`src/rtl/alu_seq_pkg.sv`:
```
`default_nettype none
// +----------------------------------------------------------------------+
// | alu_seq_pkg : opcodes, operand width and FSM encoding for alu_sequencer|
// | Revision    : 1.0                                                     |
// +----------------------------------------------------------------------+
package alu_seq_pkg;

    localparam int OPND_W   = 4;
    localparam int OP_W     = 3;
    localparam int SETTLE_W = 4;

    localparam logic [OP_W-1:0] OP_ADD = 3'b000;
    localparam logic [OP_W-1:0] OP_SUB = 3'b001;

    typedef enum logic [1:0] {
        ST_IDLE   = 2'd0,
        ST_SETTLE = 2'd1,
        ST_HOLD   = 2'd2
    } seq_state_t;

endpackage
`default_nettype wire

```
`src/rtl/alu_settle_cnt.sv`:
```
`default_nettype none
// +----------------------------------------------------------------------+
// | alu_settle_cnt : loadable down-counter with zero flag (settle timer)   |
// | Revision       : 1.0                                                   |
// +----------------------------------------------------------------------+
module alu_settle_cnt
    import alu_seq_pkg::*;
#(
    parameter int WIDTH = SETTLE_W
) (
    input  logic             clk,
    input  logic             rst,
    input  logic             load,
    input  logic             dec,
    input  logic [WIDTH-1:0] loadValue,
    output logic             zero
);

    logic [WIDTH-1:0] r_count;

    // Saturates at zero so a stray decrement can never wrap the timer.
    always_ff @(posedge clk) begin
        if (rst) begin
            r_count <= '0;
        end else if (load) begin
            r_count <= loadValue;
        end else if (dec && (r_count != '0)) begin
            r_count <= r_count - 1'b1;
        end
    end

    assign zero = (r_count == '0);

endmodule
`default_nettype wire

```
`src/rtl/alu_sequencer.sv`:
```
`default_nettype none
// +----------------------------------------------------------------------+
// | alu_sequencer : drives an external ALU, waits for settle, captures    |
// |                 result. Optional macro ALU_SEQ_CHAIN_EN adds chaining.|
// | Revision      : 1.0                                                   |
// +----------------------------------------------------------------------+
module alu_sequencer
    import alu_seq_pkg::*;
#(
    parameter int SETTLE_CYCLES = 2,
    parameter int CNT_W         = 8
) (
    input  logic              clk,
    input  logic              rst,
    input  logic              cmd_valid,
    output logic              cmd_ready,
    input  logic [OPND_W-1:0] cmd_a,
    input  logic [OPND_W-1:0] cmd_b,
    input  logic              cmd_cin,
    input  logic [OP_W-1:0]   cmd_op,
`ifdef ALU_SEQ_CHAIN_EN
    input  logic              cmd_chain,
`endif
    output logic [OPND_W-1:0] A,
    output logic [OPND_W-1:0] B,
    output logic              CarryIN,
    output logic [OP_W-1:0]   opCodeA,
    input  logic [OPND_W-1:0] Y,
    input  logic              CarryOUT,
    input  logic              overflow,
    output logic              rsp_valid,
    input  logic              rsp_ready,
    output logic [OPND_W-1:0] rsp_y,
    output logic              rsp_cout,
    output logic              rsp_ovf,
    output logic [OP_W-1:0]   rsp_op,
    output logic [CNT_W-1:0]  op_count,
    output logic              ovf_seen
);

    localparam logic [SETTLE_W-1:0] c_SETTLE_LOAD = SETTLE_W'(SETTLE_CYCLES - 1);

    seq_state_t        r_state;
    seq_state_t        w_nextState;
    logic              w_accept;
    logic              w_capture;
    logic              w_handoff;
    logic              w_cntLoad;
    logic              w_cntDec;
    logic              w_cntZero;
    logic [OPND_W-1:0] w_nextA;
    logic              w_nextCin;

    assign cmd_ready = (r_state == ST_IDLE) && !rst;
    assign rsp_valid = (r_state == ST_HOLD);

    alu_settle_cnt #(
        .WIDTH(SETTLE_W)
    ) u_settleCnt (
        .clk      (clk),
        .rst      (rst),
        .load     (w_cntLoad),
        .dec      (w_cntDec),
        .loadValue(c_SETTLE_LOAD),
        .zero     (w_cntZero)
    );

    always_comb begin
        w_nextState = r_state;
        w_accept    = 1'b0;
        w_capture   = 1'b0;
        w_handoff   = 1'b0;
        w_cntLoad   = 1'b0;
        w_cntDec    = 1'b0;
        case (r_state)
            ST_IDLE: begin
                if (cmd_valid) begin
                    w_accept    = 1'b1;
                    w_cntLoad   = 1'b1;
                    w_nextState = ST_SETTLE;
                end
            end
            ST_SETTLE: begin
                if (w_cntZero) begin
                    w_capture   = 1'b1;
                    w_nextState = ST_HOLD;
                end else begin
                    w_cntDec = 1'b1;
                end
            end
            ST_HOLD: begin
                if (rsp_ready) begin
                    w_handoff   = 1'b1;
                    w_nextState = ST_IDLE;
                end
            end
            default: w_nextState = ST_IDLE;
        endcase
    end

    // Chained commands ripple the previous nibble's result and carry into A.
    always_comb begin
        w_nextA   = cmd_a;
        w_nextCin = cmd_cin;
`ifdef ALU_SEQ_CHAIN_EN
        if (cmd_chain) begin
            w_nextA   = rsp_y;
            w_nextCin = rsp_cout;
        end
`endif
    end

    always_ff @(posedge clk) begin
        if (rst) begin
            r_state  <= ST_IDLE;
            A        <= '0;
            B        <= '0;
            CarryIN  <= 1'b0;
            opCodeA  <= '0;
            rsp_y    <= '0;
            rsp_cout <= 1'b0;
            rsp_ovf  <= 1'b0;
            rsp_op   <= '0;
            op_count <= '0;
            ovf_seen <= 1'b0;
        end else begin
            r_state <= w_nextState;
            if (w_accept) begin
                A       <= w_nextA;
                B       <= cmd_b;
                CarryIN <= w_nextCin;
                opCodeA <= cmd_op;
            end
            if (w_capture) begin
                rsp_y    <= Y;
                rsp_cout <= CarryOUT;
                rsp_ovf  <= overflow;
                rsp_op   <= opCodeA;
                if (overflow) begin
                    ovf_seen <= 1'b1;
                end
            end
            if (w_handoff) begin
                op_count <= op_count + CNT_W'(1);
            end
        end
    end

endmodule
`default_nettype wire

```
`config.mk`:
```
export PLATFORM = sky130hd
export DESIGN_NAME = alu_sequencer
export DESIGN_NICKNAME = d
export VERILOG_FILES = /design/src/rtl/alu_seq_pkg.sv /design/src/rtl/alu_settle_cnt.sv /design/src/rtl/alu_sequencer.sv
export SDC_FILE = /design/constraint.sdc
export NUM_CORES = 1
export LEC_CHECK = 0
export ABC_AREA = 1
export CORE_MARGIN = 5
export CORE_UTILIZATION = 30
export DETAILED_ROUTE_END_ITERATION = 7
export SETUP_SLACK_MARGIN = 0.15
export SLEW_MARGIN = 10
export SYNTH_ARGS = -nofsm -noshare
export SYNTH_HDL_FRONTEND = slang
export SYNTH_SLANG_ARGS = --single-unit
```
`constraint.sdc`:
```
create_clock -name clk -period 1 [get_ports clk]
set_input_delay 0.15 -clock clk [delete_from_list [all_inputs] [get_ports clk]]
set_output_delay 0.15 -clock clk [all_outputs]
set_load 0.005 [all_outputs]
```
==> impl_metrics.toml <==
[sta]
holdWs_ns = 0.437
period_minus_slack_ns = 1.23
setup-tns-final_ns = -5.33
setup_slack_ns = -0.229
setup_viol = 38
worst_pin_slew_ns = 0.243
skew_ns = 0.0106
timing.fmax_ghz = 0.814
final_hold_viol_count = 0
period_share = 1.23
maxSlewViolCount = 0
rsz0062_at_grt = "yes"
relSlewSlack = 0.837

[grt]
busiest_layer = "met2"
grtUsageMet2 = 0.249
track_usage = 0.141
grt_overflow_total = 0
grtUsageMet3 = 0.0436
grt_pass1_wl_mm = 6.89
antenna_found_initial = 0
grt_util_met1 = 0.155
grt_max_degree = 14
grt_pass1_vias = 1565

[clocking]
cts_sinks = 36
insertion_delay_ns = 0.29
tritoncts = "built"
holdBufCountCts = 0
clk_path_buf_depth = 2
cts_buffers = 5
clk_pin_slew_worst_paths_ns = 0.08
cts-htree-levels = 2
ctsRootBufferMaster = "clkbuf_8"

[setup_path]
rr_worst_depth = 7
worstSetupStartpointType = "flip-flop"
cp_slowest_cell = "dfxtp_2"
crit_arrival_ns = 1.42
critPathMostFrequentCell = "nor2_1"
r2r-end = "rsp_op[2]"
path_max_fanout = 5
critPathCaptureType = "flip-flop"
cp_data_required_time_ns = 1.19
critical_path_class = "flip-flop to flip-flop"
max_stage_delay_ns = 0.33
crit_chain = "inv_2 > ha_4 > nand2_4 > nor2_4 > clkinvlp_4 > nor2_1 > nor2_1"
cp_num_buf_inv = 2
critical_path.startpoint = "u_settleCnt.r_count[1]"
worstReg2RegStart = "u_settleCnt.r_count[1]"
crit_family = "simple AND/OR/NAND/NOR gates"
rrSetupSlack_ns = -0.23

[drt]
via_per_inst = 4.49
routed_wl_mm = 4.36
dr.pass1.iters = 4
drc = 0
wl_per_cell_um = 12.3
drt_first_iter_violations = 55
ant_nets = 0
dr_total_vias = 1600

[job]
max-cap-violations = 0

[min_path]
min-delay-start = "Y[0]"
whs_endpoint = "rsp_y[0]"
hold_depth = 3
hold_path.class = "input port to flip-flop"

[floorplan]
rows = 25
die_w_um = 78.7
core_area_um2 = 4660
initial_utilization = 0.303
die_area_um2 = 6190
die-height_um = 78.7
pin_count = 54

[placement]
place_congestion = 0.759
numPortBuffers = 53
hpwl_mm = 2.76
pre_cts_ws_ns = -0.385
dp_cells = 327
post_dp_cell_area_um2 = 2330

[synth]
ys_seq_area_frac = 0.510
netlist_instances = 190
synth_top_cell_area_share = 0.510
synth_cell_types = 19
syn_area_per_cell_um2 = 7.44
syn_nets = 214
synth_top_area_cell = "dfxtp_1"
synth_warnings = 0
ys_seq_elements = 36
synthTopCellsByArea = "dfxtp_1 (51%), nor2_1 (15%), o21ai_0 (7.8%)"
syn_area_um2 = 1410

[power_and_ir_drop]
peakVddDrop_mv = 0.803
power_density_nw_per_um2 = 1380
report.power.total_mw = 3.92
leakagePower_nw = 1.26

[cells_and_area]
design_area_um2 = 2840
drive_above_1_share = 0.619
diodes = 0
final_common_cell = "nor2_1"
final_cells = 356
utilization = 0.610
mostFrequentLayoutCells = "nor2_1 (47), buf_6 (34), buf_4 (33)"
area.growth.synth_to_final_pct = 101
fin_nets = 325

[outcome]
status = "finished, violations left"
violations = "negative setup slack"
-- registers in the layout (all words and copies together), names as in the netlist --
signal	count
op_count	8
A	4
B	4
rsp_y	4
u_settleCnt.r_count	4
opCodeA	3
rsp_op	3
r_state	2
CarryIN	1
ovf_seen	1
rsp_cout	1
rsp_ovf	1
-- how the worst max path moves through the flow --
stage          slack (ns)  cells past startpoint                     end
6_report            -0.23                      7               rsp_op[2]
2_1_floorplan       -0.09                      7                rsp_cout
3_5_place_dp        -0.38                      3               cmd_ready
4_1_cts             -0.19                      7               rsp_op[2]
5_1_grt             -0.32                      7               rsp_op[2]
3_3_place_gp        -0.33                      5  u_settleCnt.r_count[3]
-- cell usage after synthesis --
library cell  instances
xor2_1                2
inv_1                 7
nor2_1               57
or2_1                 1
nand4_1               1
nor2_4                1
dfxtp_1              36
a21oi_1              13
nor2_2                1
buf_2                 4
nand3_1               5
clkbuf_1              1
o21ai_0              22
nand2_2               3
inv_2                 7
nand3b_1              1
nand3_2               1
nand2_1              25
ha_1                  2
-- report_power, final --
part	internal, mW	switching [mW]	total [mW]
Combinational	0.577	0.452	1.03
Clock	0.737	0.529	1.27
Sequential	1.56	0.0695	1.63
Total	2.87	1.05	3.92
-- worst register-to-register path, cell delays in order, from the launching register on --
cell and delay, ns:
dfxtp_2 0.33, inv_2 0.06, ha_4 0.14, nand2_4 0.07
nor2_4 0.15, clkinvlp_4 0.20, nor2_1 0.13, nor2_1 0.05
-- logic make-up after synthesis --
family / after synthesis / synth area share
AOI/OAI and AO/OA: 35 / 0.124
adders and majority gates: 2 / 0.0177
and+or+nand+nor: 96 / 0.282
buffers and inverters: 19 / 0.0540
DFF: 36 / 0.510
xor gates and xnor gates: 2 / 0.0124
-- per-layer routing --
metal	wire [µm]	vias up
met5	0	-
met3	224	7
met2	2260	30
li1	-	829
met1	1820	734
met4	60	0
-- repair_timing --
item / in CTS / in global routing
resized for setup: 193 / 64
endpoints found under the setup margin: 68 / 68
gates cloned: 1 / 2
setup buffers: 9 / 9
pin swaps: 10 / 16
-- cell type report --
cell class	instances	area [µm²]
multi-input combinational	136	850
tap	54	67.6
timing repair inverter	2	13.8
sequential	36	771
timing repair buffer	106	961
inverter	14	67.6
fill	403	1820
clock inverter	3	42.5
clock buffer	5	68.8
Power figures use the tool's default switching activity.
